<file path="config.mk">
export PLATFORM = sky130hd
export DESIGN_NAME = object_plotter
export DESIGN_NICKNAME = d
export VERILOG_FILES = /design/src/rtl/object_plotter_pkg.sv /design/src/rtl/obj_pixel_mask.sv /design/src/rtl/object_plotter.sv
export SDC_FILE = /design/constraint.sdc
export NUM_CORES = 1
export LEC_CHECK = 0
export ABC_AREA = 1
export CAP_MARGIN = 40
export CORE_UTILIZATION = 54
export CTS_CLUSTER_SIZE = 20
export DETAILED_ROUTE_END_ITERATION = 6
export PLACE_DENSITY = 0.91
export SLEW_MARGIN = 20
export SYNTH_ARGS = -nofsm -noshare
export SYNTH_HDL_FRONTEND = slang
export SYNTH_SLANG_ARGS = --single-unit
export TNS_END_PERCENT = 30
</file>
<file path="constraint.sdc">
create_clock -name CLOCK_50 -period 2.52 [get_ports CLOCK_50]
set_input_delay 0.756 -clock CLOCK_50 [delete_from_list [all_inputs] [get_ports CLOCK_50]]
set_output_delay 0.756 -clock CLOCK_50 [all_outputs]
set_load 0.01 [all_outputs]
</file>
<file path="src/rtl/object_plotter_pkg.sv">
// Shared types for the object plotter: FSM encoding and the board colour palette.
package object_plotter_pkg;

    typedef enum logic [1:0] {
        StIdle,
        StDraw,
        StDone,
        StHold
    } state_e;

    localparam logic [2:0] BLACK  = 3'b000;
    localparam logic [2:0] RED    = 3'b100;
    localparam logic [2:0] YELLOW = 3'b110;
    localparam logic [2:0] BLUE   = 3'b001;

endpackage

</file>
<file path="src/rtl/obj_pixel_mask.sv">
// Combinational per-pixel gate: screen-edge clip plus optional inscribed-disc mask.
module obj_pixel_mask #(
    parameter int unsigned X_W   = 8,
    parameter int unsigned Y_W   = 7,
    parameter int unsigned CX_W  = 2,
    parameter int unsigned CY_W  = 2,
    parameter int unsigned OBJ_W = 4,
    parameter int unsigned X_RES = 160,
    parameter int unsigned Y_RES = 120,
    parameter int unsigned SHAPE = 0
) (
    input  logic [CX_W-1:0] cx_i,
    input  logic [CY_W-1:0] cy_i,
    input  logic [X_W-1:0]  x0_i,
    input  logic [Y_W-1:0]  y0_i,
    output logic            pass_o
);

    logic [X_W:0] x_sum;
    logic [Y_W:0] y_sum;
    logic         x_ok;
    logic         y_ok;
    logic         in_disc;
    int           dx;
    int           dy;

    always_comb begin
        // One extra bit so anchors near the edge cannot wrap back on screen.
        x_sum   = {1'b0, x0_i} + (X_W+1)'(cx_i);
        y_sum   = {1'b0, y0_i} + (Y_W+1)'(cy_i);
        x_ok    = 32'(x_sum) < X_RES;
        y_ok    = 32'(y_sum) < Y_RES;
        // Doubled offsets from the box centre keep the test in integers.
        dx      = 2 * int'(cx_i) - int'(OBJ_W) + 1;
        dy      = 2 * int'(cy_i) - int'(OBJ_W) + 1;
        in_disc = (dx * dx + dy * dy) <= int'(OBJ_W * OBJ_W);
        pass_o  = x_ok && y_ok && ((SHAPE == 0) || in_disc);
    end

endmodule

</file>
<file path="src/rtl/object_plotter.sv">
// Object draw/erase engine: scans an OBJ_W x OBJ_H box one pixel per clock into the VGA pixel port.
module object_plotter
    import object_plotter_pkg::*;
#(
    parameter int unsigned X_W      = 8,
    parameter int unsigned Y_W      = 7,
    parameter int unsigned C_W      = 3,
    parameter int unsigned OBJ_W    = 4,
    parameter int unsigned OBJ_H    = 4,
    parameter int unsigned X_RES    = 160,
    parameter int unsigned Y_RES    = 120,
    parameter int unsigned BG_COLOR = 0,
    parameter int unsigned SHAPE    = 0
) (
    input  logic           CLOCK_50,
    input  logic           resetn,
    input  logic           start,
    input  logic           erase,
    input  logic [X_W-1:0] x_in,
    input  logic [Y_W-1:0] y_in,
    input  logic [C_W-1:0] colour_in,
    output logic           busy,
    output logic           done,
    output logic [X_W-1:0] VGA_X,
    output logic [Y_W-1:0] VGA_Y,
    output logic [C_W-1:0] VGA_COLOR,
    output logic           plot
);

    localparam int unsigned CX_W = (OBJ_W > 1) ? $clog2(OBJ_W) : 1;
    localparam int unsigned CY_W = (OBJ_H > 1) ? $clog2(OBJ_H) : 1;
    localparam logic [CX_W-1:0] CxLast = CX_W'(OBJ_W - 1);
    localparam logic [CY_W-1:0] CyLast = CY_W'(OBJ_H - 1);

    state_e          state_q, state_d;
    logic [CX_W-1:0] cx_q, cx_d;
    logic [CY_W-1:0] cy_q, cy_d;
    logic [X_W-1:0]  x0_q, x0_d;
    logic [Y_W-1:0]  y0_q, y0_d;
    logic [C_W-1:0]  col_q, col_d;
    logic [X_W-1:0]  vga_x_q, vga_x_d;
    logic [Y_W-1:0]  vga_y_q, vga_y_d;
    logic [C_W-1:0]  vga_col_q, vga_col_d;
    logic            plot_q, plot_d;
    logic            done_q, done_d;
    logic            busy_q, busy_d;
    logic            pix_pass;

    obj_pixel_mask #(
        .X_W   (X_W),
        .Y_W   (Y_W),
        .CX_W  (CX_W),
        .CY_W  (CY_W),
        .OBJ_W (OBJ_W),
        .X_RES (X_RES),
        .Y_RES (Y_RES),
        .SHAPE (SHAPE)
    ) u_mask (
        .cx_i   (cx_q),
        .cy_i   (cy_q),
        .x0_i   (x0_q),
        .y0_i   (y0_q),
        .pass_o (pix_pass)
    );

    always_comb begin
        state_d   = state_q;
        cx_d      = cx_q;
        cy_d      = cy_q;
        x0_d      = x0_q;
        y0_d      = y0_q;
        col_d     = col_q;
        vga_x_d   = vga_x_q;
        vga_y_d   = vga_y_q;
        vga_col_d = vga_col_q;
        plot_d    = 1'b0;
        done_d    = 1'b0;
        busy_d    = (state_q == StDraw) || (state_q == StDone);

        unique case (state_q)
            StIdle: begin
                if (start) begin
                    x0_d    = x_in;
                    y0_d    = y_in;
                    col_d   = erase ? C_W'(BG_COLOR) : colour_in;
                    cx_d    = '0;
                    cy_d    = '0;
                    state_d = StDraw;
                end
            end
            StDraw: begin
                vga_x_d   = x0_q + X_W'(cx_q);
                vga_y_d   = y0_q + Y_W'(cy_q);
                vga_col_d = col_q;
                plot_d    = pix_pass;
                if (cx_q == CxLast) begin
                    cx_d = '0;
                    if (cy_q == CyLast) begin
                        cy_d    = '0;
                        state_d = StDone;
                    end else begin
                        cy_d = cy_q + CY_W'(1);
                    end
                end else begin
                    cx_d = cx_q + CX_W'(1);
                end
            end
            StDone: begin
                done_d  = 1'b1;
                state_d = StHold;
            end
            StHold: begin
                // A held key must be released before another draw is accepted.
                if (!start) begin
                    state_d = StIdle;
                end
            end
            default: state_d = StIdle;
        endcase
    end

    always_ff @(posedge CLOCK_50) begin
        if (!resetn) begin
            state_q   <= StIdle;
            cx_q      <= '0;
            cy_q      <= '0;
            x0_q      <= '0;
            y0_q      <= '0;
            col_q     <= '0;
            vga_x_q   <= '0;
            vga_y_q   <= '0;
            vga_col_q <= C_W'(BLACK);
            plot_q    <= 1'b0;
            done_q    <= 1'b0;
            busy_q    <= 1'b0;
        end else begin
            state_q   <= state_d;
            cx_q      <= cx_d;
            cy_q      <= cy_d;
            x0_q      <= x0_d;
            y0_q      <= y0_d;
            col_q     <= col_d;
            vga_x_q   <= vga_x_d;
            vga_y_q   <= vga_y_d;
            vga_col_q <= vga_col_d;
            plot_q    <= plot_d;
            done_q    <= done_d;
            busy_q    <= busy_d;
        end
    end

    assign busy      = busy_q;
    assign done      = done_q;
    assign VGA_X     = vga_x_q;
    assign VGA_Y     = vga_y_q;
    assign VGA_COLOR = vga_col_q;
    assign plot      = plot_q;

endmodule

</file>
==> flow_summary.toml, run 1 <==
[outcome]
status = "finished clean"

[drt]
first_pass_iters = 5
detail-route-antenna-nets = 0
initialDrtViolationCount = 88
via_count = 1980
drt_wl_total_um = 4690
vias_per_cell = 5.25
wire_per_inst_um = 12.4
drc = 0

[setup_path]
cp.depth = 1
reg2reg_from = "cx_q[0]"
critical_path.top_delay_family = "buffers and inverters"
ff2ff_path_depth = 9
path_max_fanout = 2
crit_type = "flop to output pin"
crit_start = "VGA_X[1]"
path_cells = "clkdlybuf4s50_1"
endpoint_kind = "output pin"
cp-start-kind = "flop"
critPathSlowestCell = "clkdlybuf4s50_1"
slowest_delay_ps = 550
critPathBufInv = 1
critPathRequiredTime_ps = 1760
critPathArrivalTime_ps = 1220

[sta]
final_max_slew_viol_count = 0
setup_tns_ps = 0
rsz0062_at_grt = "no"
slew_headroom_pct = 71.9
worst_pin_slew_ps = 421
hold_violations = 0
max_freq_ghz = 0.505
whs_ps = 476
clock_skew_ps = 7.94
post-route-period-util_pct = 78.5
setup_viol = 0
timing.final.crit_period_ps = 1980

[power]
leakage_uw = 0.00120
p_per_area_mw_per_mm2 = 1010
vdd_drop_max_v = 0.000706

[grt]
grt-ovfl-total = 0
grt_max_degree = 27
antenna_found_initial = 0
grt_usage_pct = 24.9
grt_pass1_wl_um = 7850
grtUsageMet1_pct = 27.0
grt_pass1_vias = 1839
gr-usage-met2_pct = 42.8
met3_usage_pct = 7.32
grt_busiest_layer = "met2"

[final_layout]
fillers = 307
final-seq-area_um2 = 901
drive_above_1_share_pct = 4.86
syn_to_final_growth_pct = 26.7
finalNetCount = 362
diodes = 0
multiInputGateArea_mm2 = 0.00100
layout_common_cells = "51 x nor2_1, 46 x nand2_1, 45 x dfxtp_1"
final_common_cell = "nor2_1"

[flow_run]
cap_violations = 0

[logic_synthesis]
yosysWarnings = 0
ys_ff_latch = 45
synth.distinct_cells = 23
yosysSeqAreaShare_pct = 42.9
avgSynthCellArea_um2 = 7.27
syn-num-nets = 323
syn_inst = 289
syn_area_mm2 = 0.00210

[clock_network]
ctsHoldBuffers = 0
clock_sinks = 45
clock-root-buffer = "clkbuf_8"
cts_inserted_buffers = 5
cts.reportedPaths.clkPinSlew_ps = 90
cts_max_level = 2
cts_tree = "done"
cts_setup_buffers = 0
cts_resized = 0
insertion_delay_ps = 300
clk_path_buf_depth = 2

[worst_hold_path]
min-delay-start = "col_q[0]"
hold_path_class = "flop to flop"
hold_path_depth = 2

[floorplan]
io_pins = 43
die_w_um = 64.4
die_h_um = 64.4
row_count = 22
initial_utilization_pct = 57.0
dieArea_mm2 = 0.00415
core_region_area_mm2 = 0.00369

[place]
dp_hpwl_um = 3210
routabilityCongestion = 0.886
numPortBuffers = 42
stage by stage:
| step | setup slack, ps | std cells | cell area (um2) | power, uW | util, % |
|---|---|---|---|---|---|
| 3_5_place_dp | 497 | 369 | 2550 | 2120 | 69.0 |
| 2_1_floorplan | 969 | 289 | 2100 | 1720 | - |
| 4_1_cts | 537 | 377 | 2660 | 2690 | 72.2 |
| 3_3_place_gp | 542 | 369 | 2550 | 2070 | 69.0 |
| 6_report | 542 | 377 | 2660 | 2690 | 72.2 |
| 5_1_grt | 517 | 377 | 2660 | 2870 | 72.2 |
area by class of cell:
type	instances	share of cell area, %
clock buffers	7	3.24
clock inverters	1	1.13
inverters	35	5.03
multi-input cells	195	37.6
flip-flops and latches	45	33.8
well taps	48	2.26
repair buffers	46	16.9
cell usage after synthesis (all sizes together):
master / count / area [um2]
nor2: 51 / 191
nand2: 46 / 173
dfxtp: 45 / 901
inv: 35 / 134
o21ai: 35 / 175
a21oi: 22 / 110
nand3: 16 / 85.1
ha: 10 / 125
clkbuf: 8 / 30.0
buf: 6 / 36.3
nor3: 4 / 35.0
fa: 2 / 40.0
nand4: 2 / 12.5
o211ai: 2 / 15.0
xnor2: 2 / 17.5
a31oi: 1 / 6.26
or2: 1 / 6.26
xor2: 1 / 8.76
flip-flops by register name, summed over array words and instances, names as in the netlist:
signal	count
busy	1
VGA_COLOR	3
state_q	2
VGA_X	8
cy_q	2
x0_q	8
VGA_Y	7
col_q	3
cx_q	2
plot	1
y0_q	7
done	1
routing by layer:
metal	vias to the layer above	share of wire, %
li1	997	-
met1	901	42
met2	69	50
met3	13	5.9
met4	0	2.2
met5	-	0
report_power, final:
part | switching [uW] | internal (uW)
Sequential | 160 | 932
Combinational | 563 | 467
Clock | 241 | 323
Total | 964 | 1720
final timing paths:
| kind | to | slack, ps |
|---|---|---|
| max | VGA_X[1] | 540 |
| min | col_q[0] | 480 |
| max reg2reg | plot | 750 |
| min reg2reg | col_q[0] | 480 |
kinds of logic after synthesis:
family	share of synthesized area, %
flops	42.9
fa+ha+maj	7.86
buf+inv	9.52
xor+xnor	1.25
compound gates	14.6
simple gates	23.9
Note: power is estimated with default switching activity, not from simulation.
==> inputs of run 2 (changes only) <==
--- a/config.mk
+++ b/config.mk
@@ -7,10 +7,10 @@
 export LEC_CHECK = 0
 export ABC_AREA = 1
 export CAP_MARGIN = 40
-export CORE_UTILIZATION = 54
+export CORE_UTILIZATION = 51
 export CTS_CLUSTER_SIZE = 20
 export DETAILED_ROUTE_END_ITERATION = 6
-export PLACE_DENSITY = 0.91
+export PLACE_DENSITY = 0.87
 export SLEW_MARGIN = 20
 export SYNTH_ARGS = -nofsm -noshare
 export SYNTH_HDL_FRONTEND = slang
==> constraint.sdc (replaced) <==
create_clock -name CLOCK_50 -period 1.95 [get_ports CLOCK_50]
set_input_delay 0.585 -clock CLOCK_50 [delete_from_list [all_inputs] [get_ports CLOCK_50]]
set_output_delay 0.585 -clock CLOCK_50 [all_outputs]
set_load 0.01 [all_outputs]
==> flow_summary.toml, run 2 (synthesized netlist as in run 1, its figures left out) <==
[outcome]
status = "finished clean"

[place]
numPortBuffers = 42
dp_hpwl_um = 3120
routabilityCongestion = 0.906

[clock_network]
cts.reportedPaths.clkPinSlew_ps = 80
clk_path_buf_depth = 2
ctsHoldBuffers = 0
cts_max_level = 2
cts_inserted_buffers = 5
clock_sinks = 45
cts_tree = "done"
cts_setup_buffers = 0
insertion_delay_ps = 300
clock-root-buffer = "clkbuf_8"

[sta]
max_freq_ghz = 0.556
setup_tns_ps = 0
setup_viol = 0
clock_skew_ps = 2.07
slew_headroom_pct = 72.2
worst_pin_slew_ps = 416
final_max_slew_viol_count = 0
timing.final.crit_period_ps = 1800
hold_violations = 0
post-route-period-util_pct = 92.2
rsz0062_at_grt = "no"

[power]
internal_power_uw = 2070
p_per_area_mw_per_mm2 = 1250
pwr-share-comb_pct = 40.5
power_frac_seq_pct = 42.6
leakage_uw = 0.00120
swShare_pct = 37.2
clockPowerShare_pct = 16.8
vdd_drop_max_v = 0.000644
power.switching_uw = 1230

[setup_path]
crit_start = "VGA_X[3]"
critPathSlowestCell = "clkdlybuf4s50_1"
slowest_delay_ps = 550
worstReg2RegEnd = "plot"
cp.depth = 1
critPathRequiredTime_ps = 1360
crit_type = "flop to output pin"
ff2ff_path_depth = 10
reg2reg_from = "cy_q[0]"
path_cells = "clkdlybuf4s50_1"
critPathArrivalTime_ps = 1210
critical_path.top_delay_family = "buffers and inverters"
critPathBufInv = 1
r2r_slack_ps = 220
cp-start-kind = "flop"
cp-endpoint = "VGA_X[3]"
path_max_fanout = 2
endpoint_kind = "output pin"

[drt]
first_pass_iters = 4
drt_wl_total_um = 4320
wire_per_inst_um = 11.4
detail-route-antenna-nets = 0
drc = 0
via_count = 1928
initialDrtViolationCount = 49
vias_per_cell = 5.10

[floorplan]
dieArea_mm2 = 0.00438
io_pins = 43
initial_utilization_pct = 55.3
die_h_um = 66.2
die_w_um = 66.2
core_region_area_mm2 = 0.00380
row_count = 22

[final_layout]
syn_to_final_growth_pct = 25.4
layout_common_cells = "51 x nor2_1, 46 x nand2_1, 45 x dfxtp_1"
fillers = 330
drive_above_1_share_pct = 5.15
finalNetCount = 363
final-seq-area_um2 = 901
multiInputGateArea_mm2 = 0.00100
final_util_pct = 69.4
final_common_cell = "nor2_1"
diodes = 0

[grt]
grt_pass1_wl_um = 7370
grt_pass1_vias = 1778
grt-ovfl-total = 0
antenna_found_initial = 0
grt_max_degree = 27
grt_usage_pct = 22.5

[worst_hold_path]
hold_path_class = "flop to flop"

[flow_run]
cap_violations = 0
[run 2: cell count changes in the layout (fill, tap and decap cells not counted), sizes merged]
cell    delta
bufinv     -1
clkinv     +2
clkbuf     -1
buf        +1
[run 2: how the worst min path moves through the flow]
stage / slack (ps) / startpoint / cells after the start / to
detailed placement: 460 / col_q[0] / 2 / col_q[0]
global placement: 450 / col_q[0] / 2 / col_q[0]
floorplan: 440 / y0_q[4] / 2 / y0_q[4]
finish: 470 / col_q[0] / 2 / col_q[0]
global route: 490 / col_q[0] / 2 / col_q[0]
CTS: 470 / col_q[0] / 2 / col_q[0]
[run 2: routing by layer]
layer | track usage (%) | vias up | part of all wire (%)
met3 | 6.38 | 11 | 4.2
met4 | 10.9 | 0 | 2.8
met1 | 24.8 | 874 | 44
met5 | 0 | - | 0
met2 | 39.4 | 45 | 49
li1 | - | 998 | -
[run 2: power by group through the flow]
| stage | Clock (uW) | Sequential, uW | Combinational (uW) |
|---|---|---|---|
| after CTS | 568 | 1400 | 1340 |
| final | 555 | 1400 | 1340 |
| after floorplan | 0 | 1450 | 766 |
| after detailed placement | 0 | 1420 | 1330 |
| after global placement | 0 | 1410 | 1290 |
| after global routing | 612 | 1440 | 1510 |
[run 2: layout make-up]
class                           instances  share of cell area (%)
Multi-Input combinational cell        195                    38.0
Clock inverter                          2                   0.380
Tap cell                               48                    2.28
Timing Repair Buffer                   47                    17.4
Inverter                               35                    5.08
Sequential cell                        45                    34.2
Clock buffer                            6                    2.75
[run 2: through the flow]
| stage | cells | setup slack (ps) | total power, uW | hold slack [ps] | area, um2 |
|---|---|---|---|---|---|
| floorplan | 289 | 399 | 2220 | 438 | 2100 |
| global placement | 370 | 111 | 2700 | 455 | 2550 |
| detailed placement | 370 | 63.7 | 2750 | 461 | 2550 |
| CTS | 378 | 148 | 3310 | 473 | 2640 |
| global route | 378 | 71.7 | 3560 | 491 | 2640 |
| finish | 378 | 153 | 3290 | 474 | 2640 |
[run 2: repair_timing]
action / in CTS / in global routing
gates resized for setup: 0 / 1
setup endpoints to repair: 0 / 1
endpoints found under the hold margin: 0 / 0
==> inputs of run 3 (changes only) <==
--- a/config.mk
+++ b/config.mk
@@ -7,10 +7,11 @@
 export LEC_CHECK = 0
 export ABC_AREA = 1
 export CAP_MARGIN = 40
-export CORE_UTILIZATION = 51
+export CORE_ASPECT_RATIO = 0.75
+export CORE_UTILIZATION = 54
 export CTS_CLUSTER_SIZE = 20
 export DETAILED_ROUTE_END_ITERATION = 6
-export PLACE_DENSITY = 0.87
+export PLACE_DENSITY = 0.91
 export SLEW_MARGIN = 20
 export SYNTH_ARGS = -nofsm -noshare
 export SYNTH_HDL_FRONTEND = slang
==> constraint.sdc (replaced) <==
create_clock -name CLOCK_50 -period 2.1 [get_ports CLOCK_50]
set_input_delay 0.63 -clock CLOCK_50 [delete_from_list [all_inputs] [get_ports CLOCK_50]]
set_output_delay 0.63 -clock CLOCK_50 [all_outputs]
set_load 0.01 [all_outputs]
==> flow_summary.toml, run 3 (synthesized netlist as in run 1, its figures left out) <==
[final_layout]
multiInputGateArea_mm2 = 0.00100
finalNetCount = 364
layout_common_cells = "51 x nor2_1, 46 x nand2_1, 45 x dfxtp_1"
diodes = 0
fillers = 310
drive_above_1_share_pct = 5.44
syn_to_final_growth_pct = 26.0
final_cell_area_mm2 = 0.00265
final_common_cell = "nor2_1"
final-seq-area_um2 = 901

[clock_network]
cts_tree = "done"
cts_resized = 0
ctsHoldBuffers = 0
clock_sinks = 45
cts_max_level = 2
insertion_delay_ps = 290
cts.reportedPaths.clkPinSlew_ps = 80
cts_inserted_buffers = 5
clk_path_buf_depth = 2
clock-root-buffer = "clkbuf_8"
cts_setup_buffers = 0

[setup_path]
cp-start-kind = "flop"
crit_type = "flop to output pin"
critPathArrivalTime_ps = 1200
slowest_delay_ps = 540
critical_path.top_delay_family = "buffers and inverters"
critPathSlowestCell = "clkdlybuf4s50_1"
critPathRequiredTime_ps = 1470
path_max_fanout = 2
critPathBufInv = 1
endpoint_kind = "output pin"
path_cells = "clkdlybuf4s50_1"

[sta]
max_freq_ghz = 0.547
final_max_slew_viol_count = 0
hold_violations = 0
post-route-period-util_pct = 87.0
setup_tns_ps = 0
setup_viol = 0
slew_headroom_pct = 73.0
worst_pin_slew_ps = 405
rsz0062_at_grt = "no"
timing.final.crit_period_ps = 1830
clock_skew_ps = 7.29

[drt]
wire_per_inst_um = 11.2
vias_per_cell = 5.01
drc = 0
detail-route-antenna-nets = 0
drt_wl_total_um = 4290
initialDrtViolationCount = 126
first_pass_iters = 4
via_count = 1919

[power]
leakage_uw = 0.00120
p_per_area_mw_per_mm2 = 1150
total_power_uw = 3060
vdd_drop_max_v = 0.000616

[flow_run]
cap_violations = 0

[grt]
antenna_found_initial = 0
grt_usage_pct = 23.2
grt_max_degree = 27
grt_pass1_wl_um = 7300
grt-ovfl-total = 0
grt_pass1_vias = 1740

[floorplan]
initial_utilization_pct = 57.0
die_w_um = 74.0
io_pins = 43
die_h_um = 56.0
row_count = 19
core_region_area_mm2 = 0.00368
dieArea_mm2 = 0.00415

[outcome]
status = "finished clean"

[place]
numPortBuffers = 42
dp_hpwl_um = 3220
routabilityCongestion = 0.823
place_area_mm2 = 0.00257

[worst_hold_path]
hold_path_class = "flop to flop"
==> run 3: cell count changes in the layout (fill, tap and decap cells not counted), sizes merged <==
cell	before	now
buf	5	6
==> run 3: per-stage QoR <==
step	std cells	util, %	hold slack (ps)	setup slack, ps
after global placement	375	69.6	454	231
after detailed placement	375	69.6	455	143
final	383	71.9	470	272
after floorplan	289	-	438	549
after global routing	383	71.9	484	197
after CTS	383	71.9	468	261
==> run 3: final timing paths <==
kind | startpoint | to | slack, ps | cells after the start
worst max-delay path | VGA_X[3] | VGA_X[3] | 270 | 1
worst min-delay path | col_q[2] | col_q[2] | 470 | 2
worst max register to register | cy_q[0] | plot | 360 | 10
worst min register to register | col_q[2] | col_q[2] | 470 | 2
==> run 3: cell type report <==
cell class	instances	area share, %
Clock buffer	6	2.74
Inverter	35	5.05
Multi-Input combinational cell	195	37.8
Timing Repair Buffer	48	17.6
Tap cell	52	2.46
Clock inverter	2	0.378
Sequential cell	45	34.0
==> run 3: power by group <==
group | switching [uW] | leakage, uW | internal (uW)
Combinational | 673 | 0.000785 | 572
Sequential | 188 | 0.000370 | 1120
Clock | 272 | 0.0000450 | 231
==> run 3: routing by layer <==
layer	part of all wire, %	track usage [%]
met5	0	0
met4	1.2	9.62
met3	5.3	6.52
met2	48	37.8
met1	45	28.3
